--- src/rtl/rotary_value_ctl_if.sv ---
// Bundle between the encoder/button front-ends and the value controller.
// master drives events and buttons, slave returns values and display focus.
interface rotary_value_ctl_if #(
    parameter int WIDTH = 8
);
    logic             rot0_cw;
    logic             rot0_ccw;
    logic             rot1_cw;
    logic             rot1_ccw;
    logic [15:0]      buttons;
    logic [WIDTH-1:0] value0;
    logic [WIDTH-1:0] value1;
    logic [WIDTH-1:0] disp_value;
    logic             disp_sel;
    logic             coarse;
    logic [1:0]       changed;

    modport master (
        output rot0_cw, rot0_ccw, rot1_cw, rot1_ccw, buttons,
        input  value0, value1, disp_value, disp_sel, coarse, changed
    );

    modport slave (
        input  rot0_cw, rot0_ccw, rot1_cw, rot1_ccw, buttons,
        output value0, value1, disp_value, disp_sel, coarse, changed
    );
endinterface

--- src/rtl/rotary_value_ctl.sv ---
// Two encoder-stepped values with button clear/coarse control and a
// focus display scheduler that auto-alternates between them when idle.
module rotary_value_ctl #(
    parameter int          WIDTH       = 8,
    parameter logic [31:0] HOLD_CYCLES = 32'd50_000_000,
    parameter int          WRAP        = 1,
    parameter int          COARSE_STEP = 16
) (
    input logic               clk,
    input logic               reset,
    rotary_value_ctl_if.slave bus
);
    typedef enum logic {FOCUS = 1'b0, SCAN = 1'b1} state_t;

    localparam logic [31:0] HOLD_LAST = HOLD_CYCLES - 32'd1;

    logic [WIDTH-1:0] value0_q, value0_d;
    logic [WIDTH-1:0] value1_q, value1_d;
    logic [2:0]       btn_q, btn_d;
    logic             coarse_q, coarse_d;
    logic [1:0]       changed_q, changed_d;
    logic             disp_sel_q, disp_sel_d;
    logic [31:0]      timer_q, timer_d;
    state_t           state_q, state_d;

    logic [2:0]       btn_edge;
    logic [WIDTH:0]   step;
    logic             ev0;
    logic             ev1;
    logic             unused_btn;

    assign unused_btn = ^bus.buttons[15:3];

    function automatic logic [WIDTH-1:0] next_val(
        input logic [WIDTH-1:0] v,
        input logic             clr,
        input logic             up,
        input logic             dn,
        input logic [WIDTH:0]   stp
    );
        logic [WIDTH:0] sum;
        logic [WIDTH:0] dif;
        sum = {1'b0, v} + stp;
        dif = {1'b0, v} - stp;
        next_val = v;
        if (clr) begin
            next_val = '0;
        end else if (up && !dn) begin
            if (WRAP == 0 && sum[WIDTH]) next_val = '1;
            else                         next_val = sum[WIDTH-1:0];
        end else if (dn && !up) begin
            if (WRAP == 0 && dif[WIDTH]) next_val = '0;
            else                         next_val = dif[WIDTH-1:0];
        end
    endfunction

    // Button edges, value stepping and change detection
    always_comb begin
        btn_d    = bus.buttons[2:0];
        btn_edge = bus.buttons[2:0] & ~btn_q;
        step     = coarse_q ? (WIDTH+1)'(COARSE_STEP) : (WIDTH+1)'(1);
        coarse_d = coarse_q ^ btn_edge[2];
        value0_d = next_val(value0_q, btn_edge[0], bus.rot0_cw,
                            bus.rot0_ccw, step);
        value1_d = next_val(value1_q, btn_edge[1], bus.rot1_cw,
                            bus.rot1_ccw, step);
        changed_d = {value1_d != value1_q, value0_d != value0_q};
        ev0 = btn_edge[0] | (bus.rot0_cw ^ bus.rot0_ccw);
        ev1 = btn_edge[1] | (bus.rot1_cw ^ bus.rot1_ccw);
    end

    // Datapath registers
    always_ff @(posedge clk or posedge reset) begin
        if (reset) begin
            value0_q  <= '0;
            value1_q  <= '0;
            btn_q     <= '0;
            coarse_q  <= 1'b0;
            changed_q <= 2'b00;
        end else begin
            value0_q  <= value0_d;
            value1_q  <= value1_d;
            btn_q     <= btn_d;
            coarse_q  <= coarse_d;
            changed_q <= changed_d;
        end
    end

    // Scheduler state, timer and focus select registers
    always_ff @(posedge clk or posedge reset) begin
        if (reset) begin
            state_q    <= FOCUS;
            timer_q    <= '0;
            disp_sel_q <= 1'b0;
        end else begin
            state_q    <= state_d;
            timer_q    <= timer_d;
            disp_sel_q <= disp_sel_d;
        end
    end

    // Scheduler next state: events pin focus, idle hold enters scan
    always_comb begin
        state_d = state_q;
        unique case (state_q)
            FOCUS: if (!(ev0 || ev1) && timer_q == HOLD_LAST) state_d = SCAN;
            SCAN:  if (ev0 || ev1) state_d = FOCUS;
            default: state_d = FOCUS;
        endcase
    end

    // Scheduler outputs: focus selection and hold timer
    always_comb begin
        disp_sel_d = disp_sel_q;
        timer_d    = timer_q + 32'd1;
        if (ev0 || ev1) begin
            disp_sel_d = ev0 ? 1'b0 : 1'b1;
            timer_d    = '0;
        end else if (timer_q == HOLD_LAST) begin
            timer_d = '0;
            if (state_q == SCAN) disp_sel_d = ~disp_sel_q;
        end
    end

    assign bus.value0     = value0_q;
    assign bus.value1     = value1_q;
    assign bus.disp_sel   = disp_sel_q;
    assign bus.disp_value = disp_sel_q ? value1_q : value0_q;
    assign bus.coarse     = coarse_q;
    assign bus.changed    = changed_q;
endmodule
--- src/flat_wrapper.sv ---
// flat-port wrapper written by rule: the top's interface ports become plain ports
module rotary_value_ctl_flat 
#(
    parameter int          WIDTH       = 8,
    parameter logic [31:0] HOLD_CYCLES = 32'd50_000_000,
    parameter int          WRAP        = 1,
    parameter int          COARSE_STEP = 16
)
  (clk, reset, bus_rot0_cw, bus_rot0_ccw, bus_rot1_cw, bus_rot1_ccw, bus_buttons, bus_value0, bus_value1, bus_disp_value, bus_disp_sel, bus_coarse, bus_changed);
  rotary_value_ctl_if #(.WIDTH(WIDTH)) bus_i ();
  input logic clk;
  input logic reset;
  input wire logic [$bits(bus_i.rot0_cw)-1:0] bus_rot0_cw;
  input wire logic [$bits(bus_i.rot0_ccw)-1:0] bus_rot0_ccw;
  input wire logic [$bits(bus_i.rot1_cw)-1:0] bus_rot1_cw;
  input wire logic [$bits(bus_i.rot1_ccw)-1:0] bus_rot1_ccw;
  input wire logic [$bits(bus_i.buttons)-1:0] bus_buttons;
  output wire logic [$bits(bus_i.value0)-1:0] bus_value0;
  output wire logic [$bits(bus_i.value1)-1:0] bus_value1;
  output wire logic [$bits(bus_i.disp_value)-1:0] bus_disp_value;
  output wire logic [$bits(bus_i.disp_sel)-1:0] bus_disp_sel;
  output wire logic [$bits(bus_i.coarse)-1:0] bus_coarse;
  output wire logic [$bits(bus_i.changed)-1:0] bus_changed;
  assign bus_i.rot0_cw = bus_rot0_cw;
  assign bus_i.rot0_ccw = bus_rot0_ccw;
  assign bus_i.rot1_cw = bus_rot1_cw;
  assign bus_i.rot1_ccw = bus_rot1_ccw;
  assign bus_i.buttons = bus_buttons;
  assign bus_value0 = bus_i.value0;
  assign bus_value1 = bus_i.value1;
  assign bus_disp_value = bus_i.disp_value;
  assign bus_disp_sel = bus_i.disp_sel;
  assign bus_coarse = bus_i.coarse;
  assign bus_changed = bus_i.changed;
  rotary_value_ctl #(.WIDTH(WIDTH), .HOLD_CYCLES(HOLD_CYCLES), .WRAP(WRAP), .COARSE_STEP(COARSE_STEP)) u_core (.clk(clk), .reset(reset), .bus(bus_i));
endmodule
--- config.mk ---
export PLATFORM = sky130hd
export DESIGN_NAME = rotary_value_ctl_flat
export DESIGN_NICKNAME = d
export VERILOG_FILES = /design/src/rtl/rotary_value_ctl_if.sv /design/src/rtl/rotary_value_ctl.sv /design/src/flat_wrapper.sv
export SDC_FILE = /design/constraint.sdc
export NUM_CORES = 1
export LEC_CHECK = 0
export CORE_MARGIN = 2
export CORE_UTILIZATION = 55
export CTS_BUF_LIST = sky130_fd_sc_hd__clkbuf_8 sky130_fd_sc_hd__clkbuf_16
export DETAILED_ROUTE_END_ITERATION = 8
export PLACE_DENSITY_LB_ADDON = 0.15
export SYNTH_ARGS = -nofsm -noshare
export SYNTH_HDL_FRONTEND = slang
export SYNTH_SLANG_ARGS = --single-unit
export TNS_END_PERCENT = 1
--- constraint.sdc ---
create_clock -name clk -period 2.6 [get_ports clk]
set_clock_uncertainty 0.1 [all_clocks]
set_input_delay 0.78 -clock clk [delete_from_list [all_inputs] [get_ports clk]]
set_output_delay 0.78 -clock clk [all_outputs]
set_load 0.01 [all_outputs]
==> run summary <==
Status: complete, no violations
Global Route Usage Sum: 23.5%
Share of layout cells above drive strength 1: 17.0%
Final hold violation count: 0
H-Tree Depth: 2
Final ANT Viol Nets: 0
Cells after Synth: 385
CTS tree: yes
Max Cap Viol: 0
Sequential-to-total area share from yosys stat: 39.4%
Max Clk Rate: 392 MHz
Chip Height: 84.5 um
Slew margin rel.: 68.7%
Most frequent cells in the layout: nor2_1 (57), dfrtp_1 (55), buf_4 (37), clkdlybuf4s50_1 (35), xnor2_1 (32)
First-pass GRT wire length: 13700 um
# port buffers: 36
Utilization after layout: 69.2%
Yosys cell types: 55
Hold Crit Depth: 1
Reg2Reg Depth: 7
Net Sw Power: 1.22 mW
Die area: 7130 um2
Endpoints failing setup: 0
Synth Register Bits: 56
Ant. Diodes: 0
Pint: 2.22 mW
Clk sink count: 56
DRT Wirelength: 7890 um
Final Cycle Share: 98.1%
Commonest non-fill, non-tap cell in the layout: nor2_1
Worst path arrival time: 2.61 ns
Synthesized cell area: 3560 um2
WP data required: 2.66 ns
Async SR Flop Fraction: 100%
Initial core utilization: 56.4%
Synth Warn #: 0
Die W: 84.5 um
Wire per inst: 15.0 um
Dpl cell area: 4200 um2
Worst vdd ir: 0.000551 V
I/O pin cnt: 50
Crit start category: primary input
DPL Wire Length: 5840 um
HP Class: register to register
PwrDens: 788 nW/um2
Met2 global-route usage: 40.6%
Number of global-route vias before repair: 2956
Clock tree buffer depth: 2
Sw frac: 35.4%
M3 GR Usage: 3.74%
DRC Markers: 0
GR peak layer: met2
DR vias: 2966
Clk pwr share: 19.2%
Fin area: 4370 um2
Combinational Power Share: 45.5%
Crit Path Class: primary input to register
Core area: 6310 um2
Initial DRC count: 131
Seq pwr share: 35.3%
Ys flop type: dfrtp_1
Drt first pass iters: 4
Clk slew on worst S/H paths: 0.10 ns
Minimum clock period: 2.55 ns
Number of synthesized flops with an enable pin: 0
Drt via density: 5.65
Slew @ Worst Pin: 0.469 ns
Max Slew Vio Count: 0
Rows: 29
Syn-to-layout area delta: 22.7%
Routability cong.: 0.853
Nets@finish: 487
Clock Latency Late Sink: 0.31 ns
Cts bufs inserted: 5
Leak: 1.80 nW
Met1 Usage GRT: 30.5%
Syn_nets: 424
Antenna violations before repair: 0
Clk root buf: clkbuf_8
GRT Residual Overflow: 0
WHS: 0.399 ns
RSZ-0062 raised after global routing: yes
Avg Inst Size Synth: 9.25 um2
Critical Path Sink Type: register
Largest net degree at the start of global routing: 38
Worst-path fanout max: 9
[repair_timing]
item,in CTS,in global routing
hold buffers,0,0
endpoints found under the hold margin,0,0
buffers inserted,0,1
setup endpoints to repair,10,7
gates resized for setup,6,3
[logic make-up (layout without fill, tap and decap cells)]
| logic type | after synthesis | after routing | share of synthesized area [%] |
|---|---|---|---|
| and+or+nand+nor | 172 | 172 | 26.1 |
| DFF | 56 | 56 | 39.4 |
| AOI/OAI and AO/OA | 50 | 50 | 10.2 |
| xor gates and xnor gates | 44 | 44 | 10.8 |
| buffers and inverters | 38 | 101 | 5.06 |
| adders and majority gates | 17 | 17 | 5.98 |
| muxes | 8 | 8 | 2.53 |
[through the flow]
| step | instances | total power, mW | setup TNS (ns) | setup WS [ns] |
|---|---|---|---|---|
| 3_3_place_gp | 517 | 2.72 | -2.04 | -0.398 |
| 4_1_cts | 524 | 3.45 | 0 | 0.0108 |
| 6_report | 525 | 3.44 | 0 | 0.0484 |
| 5_1_grt | 525 | 3.68 | -0.0660 | -0.0369 |
| 3_5_place_dp | 517 | 2.77 | -2.22 | -0.409 |
| 2_1_floorplan | 385 | 2.12 | 0 | 0.287 |
[layout make-up]
type | instances | area, um2
sequential | 56 | 1400
inverter | 20 | 75.1
clock inverter | 2 | 60.1
tap | 77 | 96.3
multi-input combinational | 291 | 2010
clock buffer | 5 | 68.8
fill | 508 | 1950
timing repair buffer | 74 | 657
[state kept, by name (all words and copies together) (netlist names)]
register and cells:
u_core.bus.value1 8, u_core.state_q 1, u_core.timer_q 32, u_core.bus.disp_sel 1, u_core.btn_q 3, u_core.bus.changed 2
u_core.bus.coarse 1, u_core.bus.value0 8
[critical path, cell delays in order]
cell	delay, ns
clkdlybuf4s50_1	0.49
ha_2	0.27
nand2b_1	0.25
a2bb2oi_1	0.17
nor3_1	0.07
a2111oi_2	0.37
o311ai_1	0.20
[layer usage]
metal | part of all wire [%] | wire length (um)
met5 | 0 | 0
met2 | 49 | 3830
met3 | 3.5 | 277
met1 | 46 | 3630
met4 | 2.0 | 154
[Yosys cell counts (6+ instances only)]
cell	count	share of area, %
xor2_1	12	3.0
and3_1	8	1.4
xnor2_1	32	7.9
mux2_2	7	2.2
nand3_1	18	2.5
buf_2	6	0.84
nor4_1	6	1.1
a21oi_1	11	1.5
nand2b_1	6	1.1
nand4_1	9	1.6
o21ai_0	8	1.1
nand2_1	23	2.4
clkbuf_1	6	0.63
nor3_1	11	1.5
nor2b_1	7	1.2
ha_1	17	6.0
nor2_1	57	6.0
inv_1	20	2.1
dfrtp_1	56	39
[path summary, 6_finish.rpt]
check	slack, ns	startpoint	to
setup / recovery	0.05	bus_rot1_cw	u_core.bus.changed[1]
hold / removal	0.40	u_core.timer_q[0]	u_core.timer_q[0]
setup reg to reg	0.20	u_core.bus.coarse	u_core.bus.changed[1]
hold reg to reg	0.40	u_core.timer_q[0]	u_core.timer_q[0]
max in group asynchronous	1.25	reset	u_core.timer_q[11]
min in group asynchronous	0.72	reset	u_core.btn_q[0]
[power groups by stage]
stage	clock network [mW]	logic [mW]	registers [mW]
floorplan	0	0.907	1.21
global placement	0	1.49	1.23
detailed placement	0	1.53	1.24
CTS	0.675	1.56	1.22
global route	0.711	1.72	1.24
finish	0.660	1.57	1.22
(Power assumes the default switching activity.)
